[config.mk]
export PLATFORM = sky130hd
export DESIGN_NAME = pulse_gen_multi_flat
export DESIGN_NICKNAME = d
export VERILOG_FILES = /design/src/rtl/pulse_gen_multi_if.sv /design/src/rtl/pulse_gen_multi.sv /design/src/flat_wrapper.sv
export SDC_FILE = /design/constraint.sdc
export NUM_CORES = 1
export LEC_CHECK = 0
export ABC_AREA = 1
export CAP_MARGIN = 0
export CORE_AREA = 2 2 152 154
export DETAILED_ROUTE_END_ITERATION = 12
export DIE_AREA = 0 0 154 156
export SKIP_LAST_GASP = 1
export SYNTH_ARGS = -nofsm -noshare
export SYNTH_HDL_FRONTEND = slang
export SYNTH_SLANG_ARGS = --single-unit
[constraint.sdc]
create_clock -name clock -period 3.14 [get_ports clock]
set_clock_uncertainty 0.2 [all_clocks]
set_input_delay 0.314 -clock clock [delete_from_list [all_inputs] [get_ports clock]]
set_output_delay 0.314 -clock clock [all_outputs]
set_load 0.005 [all_outputs]
[src/rtl/pulse_gen_multi_if.sv]
// Bundle of the pulse generator's run controls, config write port and per-channel outputs.
// master drives the controls (stimulus side), slave is the generator itself.
interface pulse_gen_multi_if #(
  parameter int CHANNELS = 4,
  parameter int CNT_W    = 8,
  parameter int SEL_W    = (CHANNELS > 1) ? $clog2(CHANNELS) : 1
);
  logic                enable;
  logic [1:0]          mode;
  logic [CHANNELS-1:0] trigger;
  logic                cfg_we;
  logic [SEL_W-1:0]    cfg_sel;
  logic [CNT_W-1:0]    cfg_delay;
  logic [CNT_W-1:0]    cfg_width;
  logic [CHANNELS-1:0] signal;
  logic [CHANNELS-1:0] busy;
  logic [CHANNELS-1:0] done;

  modport master (
    output enable, mode, trigger, cfg_we, cfg_sel, cfg_delay, cfg_width,
    input  signal, busy, done
  );

  modport slave (
    input  enable, mode, trigger, cfg_we, cfg_sel, cfg_delay, cfg_width,
    output signal, busy, done
  );
endinterface

[src/rtl/pulse_gen_multi.sv]
// Multi-channel pulse generator: per-channel IDLE/DELAY/HIGH FSM, delay/width latched at start.
// Outputs registered; signal rises D+1 edges after the trigger edge and stays high W cycles.
module pulse_gen_multi #(
  parameter int CHANNELS  = 4,
  parameter int CNT_W     = 8,
  parameter int DEF_DELAY = 36,
  parameter int DEF_WIDTH = 36
) (
  input logic               clock,
  input logic               reset_n,
  pulse_gen_multi_if.slave  bus
);
  localparam int SEL_W = (CHANNELS > 1) ? $clog2(CHANNELS) : 1;

  typedef enum logic [1:0] {IDLE, DELAY, HIGH} state_t;

  state_t              state_q [CHANNELS];
  state_t              state_d [CHANNELS];
  logic [CNT_W-1:0]    cnt_q   [CHANNELS];
  logic [CNT_W-1:0]    cnt_d   [CHANNELS];
  logic [CNT_W-1:0]    dl_q    [CHANNELS];
  logic [CNT_W-1:0]    dl_d    [CHANNELS];
  logic [CNT_W-1:0]    wl_q    [CHANNELS];
  logic [CNT_W-1:0]    wl_d    [CHANNELS];
  logic [CNT_W-1:0]    cfg_d_q [CHANNELS];
  logic [CNT_W-1:0]    cfg_w_q [CHANNELS];
  logic [CHANNELS-1:0] signal_q, signal_d;
  logic [CHANNELS-1:0] done_q, done_d;
  logic                periodic, retrig;

  assign periodic = (bus.mode == 2'd1);
  assign retrig   = (bus.mode == 2'd2);

  always_comb begin
    for (int i = 0; i < CHANNELS; i++) begin
      state_d[i]  = state_q[i];
      cnt_d[i]    = cnt_q[i];
      dl_d[i]     = dl_q[i];
      wl_d[i]     = wl_q[i];
      signal_d[i] = signal_q[i];
      done_d[i]   = 1'b0;
      if (!bus.enable) begin
        state_d[i]  = IDLE;
        cnt_d[i]    = '0;
        signal_d[i] = 1'b0;
      // A retrigger never pre-empts the DELAY->HIGH step, so D=0 still produces a rise.
      end else if (bus.trigger[i] &&
                   (state_q[i] == IDLE ||
                    (retrig && !(state_q[i] == DELAY && cnt_q[i] == '0)))) begin
        state_d[i]  = DELAY;
        cnt_d[i]    = cfg_d_q[i];
        dl_d[i]     = cfg_d_q[i];
        wl_d[i]     = (cfg_w_q[i] == '0) ? CNT_W'(1) : cfg_w_q[i];
        signal_d[i] = 1'b0;
      end else begin
        case (state_q[i])
          DELAY: begin
            if (cnt_q[i] == '0) begin
              state_d[i]  = HIGH;
              signal_d[i] = 1'b1;
              cnt_d[i]    = wl_q[i] - CNT_W'(1);
            end else begin
              cnt_d[i] = cnt_q[i] - CNT_W'(1);
            end
          end
          HIGH: begin
            if (cnt_q[i] == '0) begin
              signal_d[i] = 1'b0;
              done_d[i]   = 1'b1;
              if (periodic) begin
                state_d[i] = DELAY;
                cnt_d[i]   = dl_q[i];
              end else begin
                state_d[i] = IDLE;
              end
            end else begin
              cnt_d[i] = cnt_q[i] - CNT_W'(1);
            end
          end
          default: ;
        endcase
      end
    end
  end

  always_ff @(posedge clock) begin
    if (!reset_n) begin
      for (int i = 0; i < CHANNELS; i++) begin
        state_q[i] <= IDLE;
        cnt_q[i]   <= '0;
        dl_q[i]    <= '0;
        wl_q[i]    <= '0;
        cfg_d_q[i] <= CNT_W'(DEF_DELAY);
        cfg_w_q[i] <= CNT_W'(DEF_WIDTH);
      end
      signal_q <= '0;
      done_q   <= '0;
    end else begin
      for (int i = 0; i < CHANNELS; i++) begin
        state_q[i] <= state_d[i];
        cnt_q[i]   <= cnt_d[i];
        dl_q[i]    <= dl_d[i];
        wl_q[i]    <= wl_d[i];
        if (bus.cfg_we && bus.cfg_sel == SEL_W'(i)) begin
          cfg_d_q[i] <= bus.cfg_delay;
          cfg_w_q[i] <= bus.cfg_width;
        end
      end
      signal_q <= signal_d;
      done_q   <= done_d;
    end
  end

  always_comb begin
    bus.busy = '0;
    for (int i = 0; i < CHANNELS; i++) begin
      bus.busy[i] = (state_q[i] != IDLE);
    end
  end

  assign bus.signal = signal_q;
  assign bus.done   = done_q;
endmodule

[src/flat_wrapper.sv]
// flat-port wrapper written by rule: the top's interface ports become plain ports
module pulse_gen_multi_flat 
#(
  parameter int CHANNELS  = 4,
  parameter int CNT_W     = 8,
  parameter int DEF_DELAY = 36,
  parameter int DEF_WIDTH = 36
)
  (clock, reset_n, bus_enable, bus_mode, bus_trigger, bus_cfg_we, bus_cfg_sel, bus_cfg_delay, bus_cfg_width, bus_signal, bus_busy, bus_done);
  pulse_gen_multi_if #(.CHANNELS(CHANNELS), .CNT_W(CNT_W)) bus_i ();
  input logic clock;
  input logic reset_n;
  input wire logic [$bits(bus_i.enable)-1:0] bus_enable;
  input wire logic [$bits(bus_i.mode)-1:0] bus_mode;
  input wire logic [$bits(bus_i.trigger)-1:0] bus_trigger;
  input wire logic [$bits(bus_i.cfg_we)-1:0] bus_cfg_we;
  input wire logic [$bits(bus_i.cfg_sel)-1:0] bus_cfg_sel;
  input wire logic [$bits(bus_i.cfg_delay)-1:0] bus_cfg_delay;
  input wire logic [$bits(bus_i.cfg_width)-1:0] bus_cfg_width;
  output wire logic [$bits(bus_i.signal)-1:0] bus_signal;
  output wire logic [$bits(bus_i.busy)-1:0] bus_busy;
  output wire logic [$bits(bus_i.done)-1:0] bus_done;
  assign bus_i.enable = bus_enable;
  assign bus_i.mode = bus_mode;
  assign bus_i.trigger = bus_trigger;
  assign bus_i.cfg_we = bus_cfg_we;
  assign bus_i.cfg_sel = bus_cfg_sel;
  assign bus_i.cfg_delay = bus_cfg_delay;
  assign bus_i.cfg_width = bus_cfg_width;
  assign bus_signal = bus_i.signal;
  assign bus_busy = bus_i.busy;
  assign bus_done = bus_i.done;
  pulse_gen_multi #(.CHANNELS(CHANNELS), .CNT_W(CNT_W), .DEF_DELAY(DEF_DELAY), .DEF_WIDTH(DEF_WIDTH)) u_core (.clock(clock), .reset_n(reset_n), .bus(bus_i));
endmodule
-- Word-level counts from Yosys, hierarchy flattened
Memories as Yosys holds them, arrays and structs flattened.
Cells that the tools add are included.
- eq/ne operators: 21
- muxes and demuxes: 119
- add/sub/neg operators: 8
- reduce and logical (&&, ||, !) cells: 57
- bitwise operators: 30
- operator list (cell ; count):
    $mux 8 ; 60
    $logic_not 8->1 ; 8
    $pmux 8 s2 ; 4
    $sub 8x1->8 const B ; 8
    $mux 2 ; 20
    $mux 1 ; 27
    $or 1x1->1 ; 24
    $logic_and 1x1->1 ; 16
    $pmux 2 s2 ; 4
    $reduce_bool 2->1 ; 8
    $reduce_or 4->1 ; 4
    $eq 2x2->1 const B ; 7
    $eq 2x1->1 const B ; 6
    $reduce_and 3->1 ; 4
    $reduce_or 3->1 ; 4
    $logic_not 2->1 ; 5
    $ne 2x1->1 const B ; 4
    $ne 2x2->1 const B ; 4
    $pmux 1 s2 ; 4
    $not 1->1 ; 6
    $logic_not 1->1 ; 4
    $logic_or 1x1->1 ; 4
- input port bits: 28
- memories: 6
- logic and storage cells: 249
- register bits: 8
- output and inout bits: 12
- memory bits (writable): 168
- memory list (memory ; depth ; width ; read ports ; clocked after memory_dff ; wr ports ; line ; RTL):
    u_core.cfg_d_q ; 4 ; 8 ; 4 ; 0 ; 4 ; pulse_gen_multi.sv:25 ; logic [CNT_W-1:0] cfg_d_q [CHANNELS];
    u_core.cfg_w_q ; 4 ; 8 ; 4 ; 0 ; 4 ; pulse_gen_multi.sv:26 ; logic [CNT_W-1:0] cfg_w_q [CHANNELS];
    u_core.cnt_q ; 4 ; 8 ; 4 ; 0 ; 4 ; pulse_gen_multi.sv:19 ; logic [CNT_W-1:0] cnt_q [CHANNELS];
    u_core.dl_q ; 4 ; 8 ; 4 ; 0 ; 4 ; pulse_gen_multi.sv:21 ; logic [CNT_W-1:0] dl_q [CHANNELS];
    u_core.wl_q ; 4 ; 8 ; 4 ; 0 ; 4 ; pulse_gen_multi.sv:23 ; logic [CNT_W-1:0] wl_q [CHANNELS];
    u_core.state_q ; 4 ; 2 ; 4 ; 0 ; 4 ; pulse_gen_multi.sv:17 ; state_t state_q [CHANNELS];

-- Depth between registers and ports, before layout
An unclocked memory read counts as a cell.
- word-level depth: 10
- mapped depth: 13
- gate-level depth less buffers: 13

-- Worst setup path before layout
Ideal clock, no wire load.
- kind: input -> register
- start: input bus_cfg_we
- end: memory u_core.cfg_d_q[0][0] (enable)
- arrival time: 1.660 ns
- data required time: 2.525 ns
- setup slack: 0.866 ns
- library setup time: 0.415 ns
- cell stages on the path: 2
- buffers on the path: 0
- cell sequence: inv_1 o31ai_1
- RTL lines (item ; line ; RTL):
    start: declaration ; flat_wrapper.sv:16 ; input wire logic [$bits(bus_i.cfg_we)-1:0] bus_cfg_we;
    end: declaration ; pulse_gen_multi.sv:25 ;

==> load_flow_metrics.sql <==
INSERT INTO impl_metrics (metric_group, metric, value, unit) VALUES
('die', 'num_rows', '55', ''),
('route', 'route.detailed.drc', '0', ''),
('critical_path', 'crit-reg2reg-launch', 'u_core.cnt_q[0][8]$_SDFFE_PN0P_', ''),
('power_and_ir_drop', 'power.density', '564', 'mW/mm²'),
('clock_network', 'ctsLongestPathBuffers', '2', ''),
('critical_path', 'slack_of_the_worst_reg_to_reg_path', '0.77', 'ns'),
('synth', 'synth.area.mux_share', '0', '%'),
('sta', 'final_max_slew_viol_count', '0', ''),
('clock_network', 'root_buffer', 'sky130_fd_sc_hd__clkbuf_16', ''),
('sta', 'timing.slew.headroom', '41.2', '%'),
('critical_path', 'timing.critical_path.fanout_max', '12', ''),
('synth', 'synth.distinct_cells', '47', ''),
('hold_path', 'hp-start', 'u_core.dl_q[0][4]$_SDFFE_PN0P_', ''),
('global_routing', 'grt_overflow', '0', ''),
('synth', 'combinational_family_with_the_most_area_after_synthesis', 'simple AND/OR/NAND/NOR gates', ''),
('placement', 'dp_hpwl', '16400', 'µm'),
('synth', 'post_synth_instance_area', '0.00909', 'mm²'),
('sta', 'timing.final.hold_violations', '0', ''),
('route', 'firstDrtPassIters', '6', ''),
('clock_network', 'buffers_inserted_during_post_cts_setup_optimization', '0', ''),
('clock_network', 'htreeDepth', '4', ''),
('critical_path', 'start_kind', 'flop', ''),
('route', 'drt.antenna.violating_nets', '0', ''),
('placement', 'placedCellCount', '1503', ''),
('die', 'design.core.area', '0.0224', 'mm²'),
('hold_path', 'timing.hold.worst_path_depth', '2', ''),
('synth', 'synth_warnings', '0', ''),
('synth', 'synthXorXnorAreaFrac', '1.44', '%'),
('synth', 'synth-adder-area-share', '3.30', '%'),
('global_routing', 'grt_max_degree', '42', ''),
('hold_path', 'worst_hold_path_type', 'reg -> reg', ''),
('route', 'route.vias.total', '7763', ''),
('critical_path', 'worst-setup-path-type', 'reg -> reg', ''),
('synth', 'ys_top_cells_by_area', 'sky130_fd_sc_hd__dfxtp_1, sky130_fd_sc_hd__edfxtp_1, sky130_fd_sc_hd__nand2_1', ''),
('synth', 'post_synth_inst_count', '1205', ''),
('synth', 'syn_area_per_cell', '7.55', 'µm²'),
('sta', 'rsz0062_at_grt', 'false', ''),
('sta', 'fin_hold_ws', '0.260', 'ns'),
('die', 'die_height', '156', 'µm'),
('critical_path', 'critical_path_arrival', '2.48', 'ns'),
('clock_network', 'ctsHoldBuffers', '0', ''),
('clock_network', 'clkSlewWorstSetupHoldPaths', '0.06', 'ns'),
('final_layout', 'number_of_inserted_diodes', '0', ''),
('critical_path', 'worst-r2r-cell-count', '11', ''),
('synth', 'seq_area_frac_synth', '44.9', '%'),
('final_layout', 'nets', '1289', ''),
('synth', 'yosys.area.top_type_share', '23.8', '%'),
('route', 'first_iter_violations', '613', ''),
('sta', 'period_share', '75.4', '%'),
('die', 'fp.dieArea', '0.0240', 'mm²'),
('clock_network', 'clk-insertion-delay-late', '0.42', 'ns'),
('critical_path', 'cp.required', '3.25', 'ns'),
('synth', 'post_synth_and_or_nand_nor_area_fraction', '31.0', '%'),
('route', 'totalWireLength', '22300', 'µm'),
('global_routing', 'antenna_found_initial', '0', ''),
('final_layout', 'area_growth_synth_to_finish', '13.4', '%'),
('sta', 'finalWorstPathRequiredPeriod', '2.37', 'ns'),
('flow_run', 'drv_cap', '0', ''),
('global_routing', 'grt_first_pass_wirelength', '35500', 'µm'),
('outcome', 'outcome', 'finished, final reports clean', ''),
('placement', 'io_buffer_count', '39', ''),
('clock_network', 'cts_tree', 'built', ''),
('synth', 'yosys_register_bits', '172', ''),
('power_and_ir_drop', 'power.ir.vdd_worst', '0.000377', 'V'),
('power_and_ir_drop', 'power', '5.82', 'mW'),
('sta', 'worstMarginPinSlew', '0.876', 'ns'),
('synth', 'syn-num-nets', '1257', ''),
('die', 'start_util', '40.7', '%'),
('route', 'routedWlPerCell', '14.5', 'µm'),
('clock_network', 'num_cts_buffers', '17', ''),
('hold_path', 'whs_endpoint', 'u_core.dl_q[0][4]$_SDFFE_PN0P_', '');
how the worst max path moves through the flow:
stage / start / endpoint / slack [ns]
detailed placement: bus_mode[1] / u_core.cnt_q[0][10]$_SDFFE_PN0P_ / 0.47
finish: u_core.cnt_q[0][8]$_SDFFE_PN0P_ / u_core.cnt_q[0][15]$_SDFFE_PN0P_ / 0.77
floorplan: bus_cfg_we / u_core.cfg_d_q[0][0]$_SDFFCE_PN0P_ / 0.87
CTS: u_core.cnt_q[0][8]$_SDFFE_PN0P_ / u_core.cnt_q[0][15]$_SDFFE_PN0P_ / 0.76
global placement: bus_mode[1] / u_core.cnt_q[0][10]$_SDFFE_PN0P_ / 0.51
global route: u_core.cnt_q[0][8]$_SDFFE_PN0P_ / u_core.cnt_q[0][15]$_SDFFE_PN0P_ / 0.55
metrics by stage:
stage / instance area [µm²] / util [%] / worst slack, ns
2_1_floorplan: 9090 / - / 0.866
3_3_place_gp: 9700 / 43.4 / 0.511
3_5_place_dp: 9700 / 43.4 / 0.467
4_1_cts: 10300 / 46.1 / 0.762
5_1_grt: 10300 / 46.1 / 0.548
6_report: 10300 / 46.1 / 0.771
layout make-up:
class	count	area, µm²
clock buffers	23	509
repair buffers	51	480
well taps	285	357
clock inverters	9	108
inverters	151	574
flip-flops and latches	172	4080
fillers	2261	12000
multi-input cells	844	4200
critical path: stages (launching register included):
cell                      delay [ns]
sky130_fd_sc_hd__dfxtp_1        0.32
sky130_fd_sc_hd__inv_1          0.09
sky130_fd_sc_hd__ha_1           0.21
sky130_fd_sc_hd__nand4_1        0.15
sky130_fd_sc_hd__nor2_2         0.22
sky130_fd_sc_hd__nand2_1        0.12
sky130_fd_sc_hd__nand2_1        0.10
sky130_fd_sc_hd__nand2_2        0.09
sky130_fd_sc_hd__nand2_1        0.30
sky130_fd_sc_hd__nand2_1        0.21
sky130_fd_sc_hd__nor3_1         0.19
sky130_fd_sc_hd__nor2_1         0.06
layer usage:
layer	GRT usage (%)	share of wire (%)
met1	25.4	47
met2	31.2	47
met3	2.64	4.6
met4	6.10	1.8
met5	0	0
cell usage after synthesis (all sizes together):
master and instances:
a21boi 2, a21o 2, a21oi 80, a31oi 3, and3 3, buf 22
clkbuf 16, clkinv 2, dfxtp 108, edfxtp 64, ha 24, inv 149
nand2 292, nand3 126, nand3b 5, nand4 10, nor2 174, nor3 14
nor4 5, o211ai 8, o21ai 71, o221ai 2, o22ai 1, o31ai 1
or2 6, xnor2 5, xor2 10
flip-flops by register name (all words and copies together) (netlist names):
| signal | cells |
|---|---|
| u_core.cfg_d_q | 32 |
| u_core.cfg_w_q | 32 |
| u_core.cnt_q | 32 |
| u_core.dl_q | 32 |
| u_core.wl_q | 32 |
| u_core.state_q | 7 |
| u_core.bus.done | 4 |
| u_core.bus.signal | 1 |
placed cells by master, fill, tap and decap left out, drive strengths merged:
master	instances
dfxtp	108
inv	150
and3	3
xor2	10
clkinvlp	2
o221ai	2
or2	6
clkinv	6
nor3	14
nand3b	5
nor4	5
a21o	2
edfxtp	64
clkbuf	23
nand3	126
buf	12
clkdlybuf4s50	39
a31oi	3
nor2	174
nand2	292
o21ai	71
nand4	10
a21boi	2
xnor2	5
ha	24
a21oi	80
o31ai	1
bufinv	2
o211ai	8
o22ai	1
where the power goes:
part | internal (mW) | switching [mW]
Sequential | 2.46 | 0.0982
Clock | 1.31 | 0.868
Combinational | 0.388 | 0.699
cell families after synthesis:
logic type      Yosys count
compound gates          170
xor+xnor                 15
fa+ha+maj                24
buf+inv                 189
flops                   172
simple gates            635
No activity file was read; power rests on OpenSTA's default activity.
